==> src/rtl/mercury_seg_scan.sv <==
// mercury_seg_scan: time-multiplexed driver for NUM_DIGITS common-anode
// seven-segment digits. Each digit shows a decoded hex nibble or a raw
// pattern, with a per-digit dot and blank, PWM brightness and a dead time
// at the start of every dwell that stops ghosting between digits.
// Optional build macro: LEADING_ZERO_BLANK_EN. When it is defined and the
// display is in hex mode, leading zero digits are blanked automatically.
module mercury_seg_scan #(
    parameter int NUM_DIGITS   = 4,
    parameter int DWELL_CYCLES = 12500,
    parameter int DEAD_CYCLES  = 64,
    parameter int BRIGHT_W     = 4
) (
    input  logic                    app_clk,
    input  logic                    app_srst,
    input  logic                    enable,
    input  logic                    raw_mode,
    input  logic [4*NUM_DIGITS-1:0] hex_in,
    input  logic [7*NUM_DIGITS-1:0] seg_raw_in,
    input  logic [NUM_DIGITS-1:0]   dots_in,
    input  logic [NUM_DIGITS-1:0]   blank_in,
    input  logic [BRIGHT_W-1:0]     bright,
    output logic [NUM_DIGITS-1:0]   AN_out,
    output logic [6:0]              A_TO_G_out,
    output logic                    DOTS_out
);

    localparam int IDX_W = (NUM_DIGITS > 1) ? $clog2(NUM_DIGITS) : 1;
    localparam int DW_W  = $clog2(DWELL_CYCLES);
    localparam logic [DW_W-1:0]  DWELL_LAST = DW_W'(DWELL_CYCLES - 1);
    localparam logic [DW_W-1:0]  DEAD_V     = DW_W'(DEAD_CYCLES);
    localparam logic [IDX_W-1:0] DIGIT_LAST = IDX_W'(NUM_DIGITS - 1);

    // Scan counters
    logic [DW_W-1:0]     r_dwell_cnt;
    logic [IDX_W-1:0]    r_digit_idx;
    logic [BRIGHT_W-1:0] r_pwm_cnt;

    // Per-dwell snapshot of the selected digit
    logic [3:0]          r_snap_hex;
    logic [6:0]          r_snap_raw;
    logic                r_snap_dot;
    logic                r_snap_blank;
    logic                r_snap_rawmode;
    logic [BRIGHT_W-1:0] r_snap_bright;

    // Per-digit views of the packed input buses
    logic [3:0] w_hex_arr [NUM_DIGITS];
    logic [6:0] w_raw_arr [NUM_DIGITS];
    logic       w_lz      [NUM_DIGITS];

    genvar gi;
    generate
        for (gi = 0; gi < NUM_DIGITS; gi++) begin : g_digit
            assign w_hex_arr[gi] = hex_in[4*gi +: 4];
            assign w_raw_arr[gi] = seg_raw_in[7*gi +: 7];
`ifdef LEADING_ZERO_BLANK_EN
            // A digit is a leading zero when it and every digit to its left are zero
            if (gi == 0) begin : g_lz0
                assign w_lz[gi] = 1'b0;
            end else begin : g_lzn
                assign w_lz[gi] = ~raw_mode
                                & (hex_in[4*NUM_DIGITS-1:4*gi] == '0)
                                & ~dots_in[gi];
            end
`else
            assign w_lz[gi] = 1'b0;
`endif
        end
    endgenerate

    // Live values for the currently selected digit
    logic [3:0] w_live_hex;
    logic [6:0] w_live_raw;
    logic       w_live_dot;
    logic       w_live_blank;
    assign w_live_hex   = w_hex_arr[r_digit_idx];
    assign w_live_raw   = w_raw_arr[r_digit_idx];
    assign w_live_dot   = dots_in[r_digit_idx];
    assign w_live_blank = blank_in[r_digit_idx] | w_lz[r_digit_idx];

    // On the capture cycle itself the snapshot is not loaded yet, so use the
    // live values; this matters only when DEAD_CYCLES is zero.
    logic                w_cap;
    logic [3:0]          w_cur_hex;
    logic [6:0]          w_cur_raw;
    logic                w_cur_dot;
    logic                w_cur_blank;
    logic                w_cur_rawmode;
    logic [BRIGHT_W-1:0] w_cur_bright;
    assign w_cap         = (r_dwell_cnt == '0);
    assign w_cur_hex     = w_cap ? w_live_hex   : r_snap_hex;
    assign w_cur_raw     = w_cap ? w_live_raw   : r_snap_raw;
    assign w_cur_dot     = w_cap ? w_live_dot   : r_snap_dot;
    assign w_cur_blank   = w_cap ? w_live_blank : r_snap_blank;
    assign w_cur_rawmode = w_cap ? raw_mode     : r_snap_rawmode;
    assign w_cur_bright  = w_cap ? bright       : r_snap_bright;

    // Hex nibble to segment pattern, bit 6 = A .. bit 0 = G
    logic [6:0] w_dec;
    always_comb begin
        w_dec = 7'b0000000;
        case (w_cur_hex)
            4'h0: w_dec = 7'b1111110;
            4'h1: w_dec = 7'b0110000;
            4'h2: w_dec = 7'b1101101;
            4'h3: w_dec = 7'b1111001;
            4'h4: w_dec = 7'b0110011;
            4'h5: w_dec = 7'b1011011;
            4'h6: w_dec = 7'b1011111;
            4'h7: w_dec = 7'b1110000;
            4'h8: w_dec = 7'b1111111;
            4'h9: w_dec = 7'b1111011;
            4'hA: w_dec = 7'b1110111;
            4'hB: w_dec = 7'b0011111;
            4'hC: w_dec = 7'b1001110;
            4'hD: w_dec = 7'b0111101;
            4'hE: w_dec = 7'b1001111;
            4'hF: w_dec = 7'b1000111;
            default: w_dec = 7'b0000000;
        endcase
    end

    logic                  w_lit;
    logic [6:0]            w_seg;
    logic [NUM_DIGITS-1:0] w_an_sel;
    assign w_lit    = (r_dwell_cnt >= DEAD_V) & ~w_cur_blank & (r_pwm_cnt < w_cur_bright);
    assign w_seg    = w_cur_rawmode ? w_cur_raw : w_dec;
    assign w_an_sel = ~(NUM_DIGITS'(1) << r_digit_idx);

    // Scan counters, snapshot capture and registered pin drive
    always_ff @(posedge app_clk) begin
        if (app_srst) begin
            r_dwell_cnt    <= '0;
            r_digit_idx    <= '0;
            r_pwm_cnt      <= '0;
            r_snap_hex     <= '0;
            r_snap_raw     <= '0;
            r_snap_dot     <= 1'b0;
            r_snap_blank   <= 1'b0;
            r_snap_rawmode <= 1'b0;
            r_snap_bright  <= '0;
            AN_out         <= '1;
            A_TO_G_out     <= '0;
            DOTS_out       <= 1'b0;
        end else if (!enable) begin
            r_dwell_cnt <= '0;
            r_digit_idx <= '0;
            r_pwm_cnt   <= '0;
            AN_out      <= '1;
            A_TO_G_out  <= '0;
            DOTS_out    <= 1'b0;
        end else begin
            r_pwm_cnt <= r_pwm_cnt + 1'b1;
            if (r_dwell_cnt == DWELL_LAST) begin
                r_dwell_cnt <= '0;
                r_digit_idx <= (r_digit_idx == DIGIT_LAST) ? '0 : r_digit_idx + 1'b1;
            end else begin
                r_dwell_cnt <= r_dwell_cnt + 1'b1;
            end
            if (w_cap) begin
                r_snap_hex     <= w_live_hex;
                r_snap_raw     <= w_live_raw;
                r_snap_dot     <= w_live_dot;
                r_snap_blank   <= w_live_blank;
                r_snap_rawmode <= raw_mode;
                r_snap_bright  <= bright;
            end
            AN_out     <= w_lit ? w_an_sel  : '1;
            A_TO_G_out <= w_lit ? w_seg     : '0;
            DOTS_out   <= w_lit ? w_cur_dot : 1'b0;
        end
    end

endmodule

==> config.mk <==
export PLATFORM = sky130hd
export DESIGN_NAME = mercury_seg_scan
export DESIGN_NICKNAME = d
export VERILOG_FILES = /design/src/rtl/mercury_seg_scan.sv
export SDC_FILE = /design/constraint.sdc
export NUM_CORES = 1
export LEC_CHECK = 0
export CAP_MARGIN = 15
export CORE_MARGIN = 2
export CORE_UTILIZATION = 51
export CTS_BUF_LIST = sky130_fd_sc_hd__clkbuf_8
export DETAILED_ROUTE_END_ITERATION = 10
export PLACE_DENSITY = 0.95
export SKIP_LAST_GASP = 1
export SYNTH_ARGS = -nofsm -noshare
export SYNTH_HDL_FRONTEND = slang
export SYNTH_SLANG_ARGS = --single-unit
==> constraint.sdc <==
create_clock -name app_clk -period 3.7 [get_ports app_clk]
set_input_delay 0.37 -clock app_clk [delete_from_list [all_inputs] [get_ports app_clk]]
set_output_delay 0.37 -clock app_clk [all_outputs]
set_load 0.05 [all_outputs]
==> results.toml <==
[worst_setup_path]
endpoint_kind = "flip-flop"
critPathLaunchType = "flip-flop"
crit_required_ns = 3.91
critPathKind = "flip-flop to flip-flop"
arrival_ns = 3.11
crit_fanout = 23

[final_layout]
instances_no_fill = 420
regArea_um2 = 1000
multiInputGateArea_um2 = 1690
final_nets = 424
drive_gt1_share_pct = 12.4
syn2layout_area_growth_pct = 30.9
n_fill_cell = 378
num_antenna_cells = 0

[clock_tree]
clockRootBuffer = "clkbuf_8"
h-tree-depth = 2
clkLatencyLatePin_ns = 0.31
numCtsBuffers = 5
holdBufCountCts = 0
ctsLongestPathBuffers = 2
cts_setup_buffers = 0
cts-resized-gates = 0
cts.clk_slew.worst_paths_ns = 0.10
clock_sinks = 50
tritoncts = "done"

[yosys]
ys_ff_latch = 50
synthDistinctLibCells = 37
synth_nets = 354
mappedNetlistArea_um2 = 2810
yosysWarningCount = 0
synthCells = 277
synth_area_per_cell_um2 = 10.1
seq_area_frac_synth_pct = 35.7

[placement]
placed_cells = 412
hpwl_um = 5120
io_buffers = 71
gp_congestion = 0.857
place_ws_ns = 0.898

[routing]
post-route-drc-count = 0
vias_per_cell = 5.59
drtIter0Drc = 224
drt_wl_total_um = 6790
drt-wirelength-per-cell_um = 16.2
first_pass_iters = 5
num_vias = 2346
antenna_left = 0

[timing]
clock-skew-final_ns = 0.0149
hold_viol = 0
finalSetupViolCount = 0
rsz0062_at_grt = "no"
timing.final.crit_share_pct = 78.3
slew_viol_final = 0
relSlewSlack_pct = 45.3
worst_slack_ns = 0.802
fmax_mhz = 345
finalSetupTns_ns = 0
period_needed_ns = 2.90
tightestPinTransition_ns = 0.805

[power_and_ir_drop]
power_frac_comb_pct = 20.4
ir_worst_vdd_mv = 0.220
internal_power_mw = 0.830
leakagePower_nw = 1.36
power_frac_seq_pct = 50.2
power.density_nw_per_um2 = 307
clockPowerShare_pct = 29.4
p_switching_mw = 0.297
p_sw_share_pct = 26.4

[floorplanning]
die_w_um = 78.2
die_h_um = 78.2
dieArea_um2 = 6110
fp-row-count = 27
io_pins = 72
fp.coreArea_um2 = 5410
start_util_pct = 51.9

[global_routing]
grt_start_max_net_pins = 24
antenna_found_initial = 0
grt_overflow = 0
grt_pass1_vias = 2356
grtUsageTotal_pct = 23.4
grt_pass1_wl_um = 11300

[job]
max-cap-violations = 0

[hold_path]
holdCritPathClass = "flip-flop to flip-flop"

[outcome]
outcome = "finished, final reports clean"
-- worst max-delay path: stages (launching register included) --
cell	delay (ns)
dfxtp_1	0.40
inv_1	0.09
ha_1	0.22
nor2b_1	0.16
nand4_4	0.10
buf_4	0.36
mux2i_1	0.17
ha_1	0.21
a211o_1	0.25
a21oi_1	0.19
o211ai_2	0.27
nor4_1	0.37
-- flip-flops by register name, indices dropped and copies added, names as in the netlist --
signal / count
DOTS_out: 1
r_digit_idx: 2
r_snap_raw: 7
r_snap_rawmode: 1
A_TO_G_out: 7
r_snap_bright: 4
r_pwm_cnt: 4
AN_out: 4
r_snap_hex: 4
r_dwell_cnt: 14
r_snap_dot: 1
r_snap_blank: 1
-- cell type report --
| cell class | instances | share of cell area (%) |
|---|---|---|
| clock buffer | 6 | 2.25 |
| clock inverter | 2 | 0.341 |
| inverter | 10 | 1.02 |
| multi-input combinational | 203 | 46.1 |
| sequential | 50 | 27.3 |
| tap | 72 | 2.45 |
| timing repair buffer | 77 | 20.6 |
-- power groups by stage --
stage	Clock, mW	Combinational [mW]	Sequential, mW
2_1_floorplan	0	0.137	0.575
4_1_cts	0.334	0.229	0.565
5_1_grt	0.355	0.250	0.567
3_3_place_gp	0	0.217	0.576
3_5_place_dp	0	0.225	0.577
6_report	0.331	0.230	0.565
-- placed cells by master, fill, tap and decap left out, drive strengths merged, types with 2 or more instances in the layout --
cell           synthesis  layout
nand2b                 2       2
mux2i                 25      25
o211ai                 2       2
xor2                   8       8
nor4                   4       4
buf                    7       6
nor2b                  6       6
ha                    17      17
mux2                   2       2
nand2                 16      16
o22ai                  2       2
a21oi                  6       6
xnor2                  6       6
mux4                  13      13
clkdlybuf4s50          0      71
nand3                 11      11
clkbuf                 7       6
or2                    2       2
a211oi                17      17
nand4                  4       4
dfxtp                 50      50
inv                   10      10
nor3                   6       6
nor2                  47      47
-- cell families after synthesis --
kind of cell,Yosys count,synth area share [%]
AOI/OAI and AO/OA,32,8.56
xor gates and xnor gates,14,4.37
adders and majority gates,17,7.58
buffers and inverters,24,3.97
DFF,50,35.7
muxes,40,22.2
and+or+nand+nor,100,17.6
-- path summary, 6_finish.rpt --
kind / from / to / slack (ns) / cells after the start
max: r_dwell_cnt[0] / A_TO_G_out[3] / 0.80 / 11
min: r_snap_bright[0] / r_snap_bright[0] / 0.47 / 2
max reg2reg: r_dwell_cnt[0] / A_TO_G_out[3] / 0.80 / 11
min reg2reg: r_snap_bright[0] / r_snap_bright[0] / 0.47 / 2
-- metrics by stage --
| stage | instance area (µm²) | power (mW) | util (%) | hold slack (ns) |
|---|---|---|---|---|
| 6_report | 3670 | 1.13 | 67.9 | 0.468 |
| 5_1_grt | 3670 | 1.17 | 67.9 | 0.492 |
| 4_1_cts | 3670 | 1.13 | 67.9 | 0.468 |
| 3_5_place_dp | 3580 | 0.802 | 66.2 | 0.450 |
| 3_3_place_gp | 3580 | 0.793 | 66.2 | 0.443 |
| 2_1_floorplan | 2810 | 0.712 | - | 0.430 |
-- cell usage after synthesis --
library cell | instances | area, µm²
inv_1 | 9 | 33.8
or4_1 | 1 | 7.51
nand3_1 | 11 | 55.1
o31ai_1 | 1 | 7.51
o32ai_1 | 1 | 8.76
or2_2 | 2 | 12.5
nand2_1 | 16 | 60.1
nand4_4 | 1 | 21.3
nor4_1 | 2 | 12.5
mux2_2 | 2 | 22.5
dfxtp_1 | 50 | 1000
a21oi_1 | 6 | 30.0
mux4_2 | 13 | 293
inv_2 | 1 | 3.75
o211a_1 | 1 | 10.0
o211ai_2 | 1 | 12.5
a2111oi_2 | 1 | 15.0
buf_6 | 2 | 22.5
xor2_1 | 8 | 70.1
buf_2 | 5 | 25.0
ha_1 | 17 | 213
nor3_1 | 6 | 30.0
o22ai_1 | 2 | 12.5
nor2b_1 | 6 | 37.5
nand2b_1 | 2 | 12.5
o211ai_1 | 1 | 7.51
nor2_1 | 47 | 176
a211oi_1 | 17 | 128
nor3b_1 | 1 | 7.51
mux2i_2 | 2 | 27.5
mux2i_4 | 4 | 90.1
nand4_1 | 3 | 18.8
mux2i_1 | 19 | 190
nor4_4 | 2 | 42.5
xnor2_1 | 6 | 52.6
clkbuf_1 | 7 | 26.3
a211o_1 | 1 | 8.76
-- per-layer routing --
metal / wire length (µm) / part of all wire (%) / global-route usage [%]
met5: 0 / 0 / 0
met2: 3470 / 51 / 39.8
met3: 354 / 5.2 / 4.14
met4: 198 / 2.9 / 9.30
met1: 2770 / 41 / 29.6
Power figures use the tool's default switching activity.
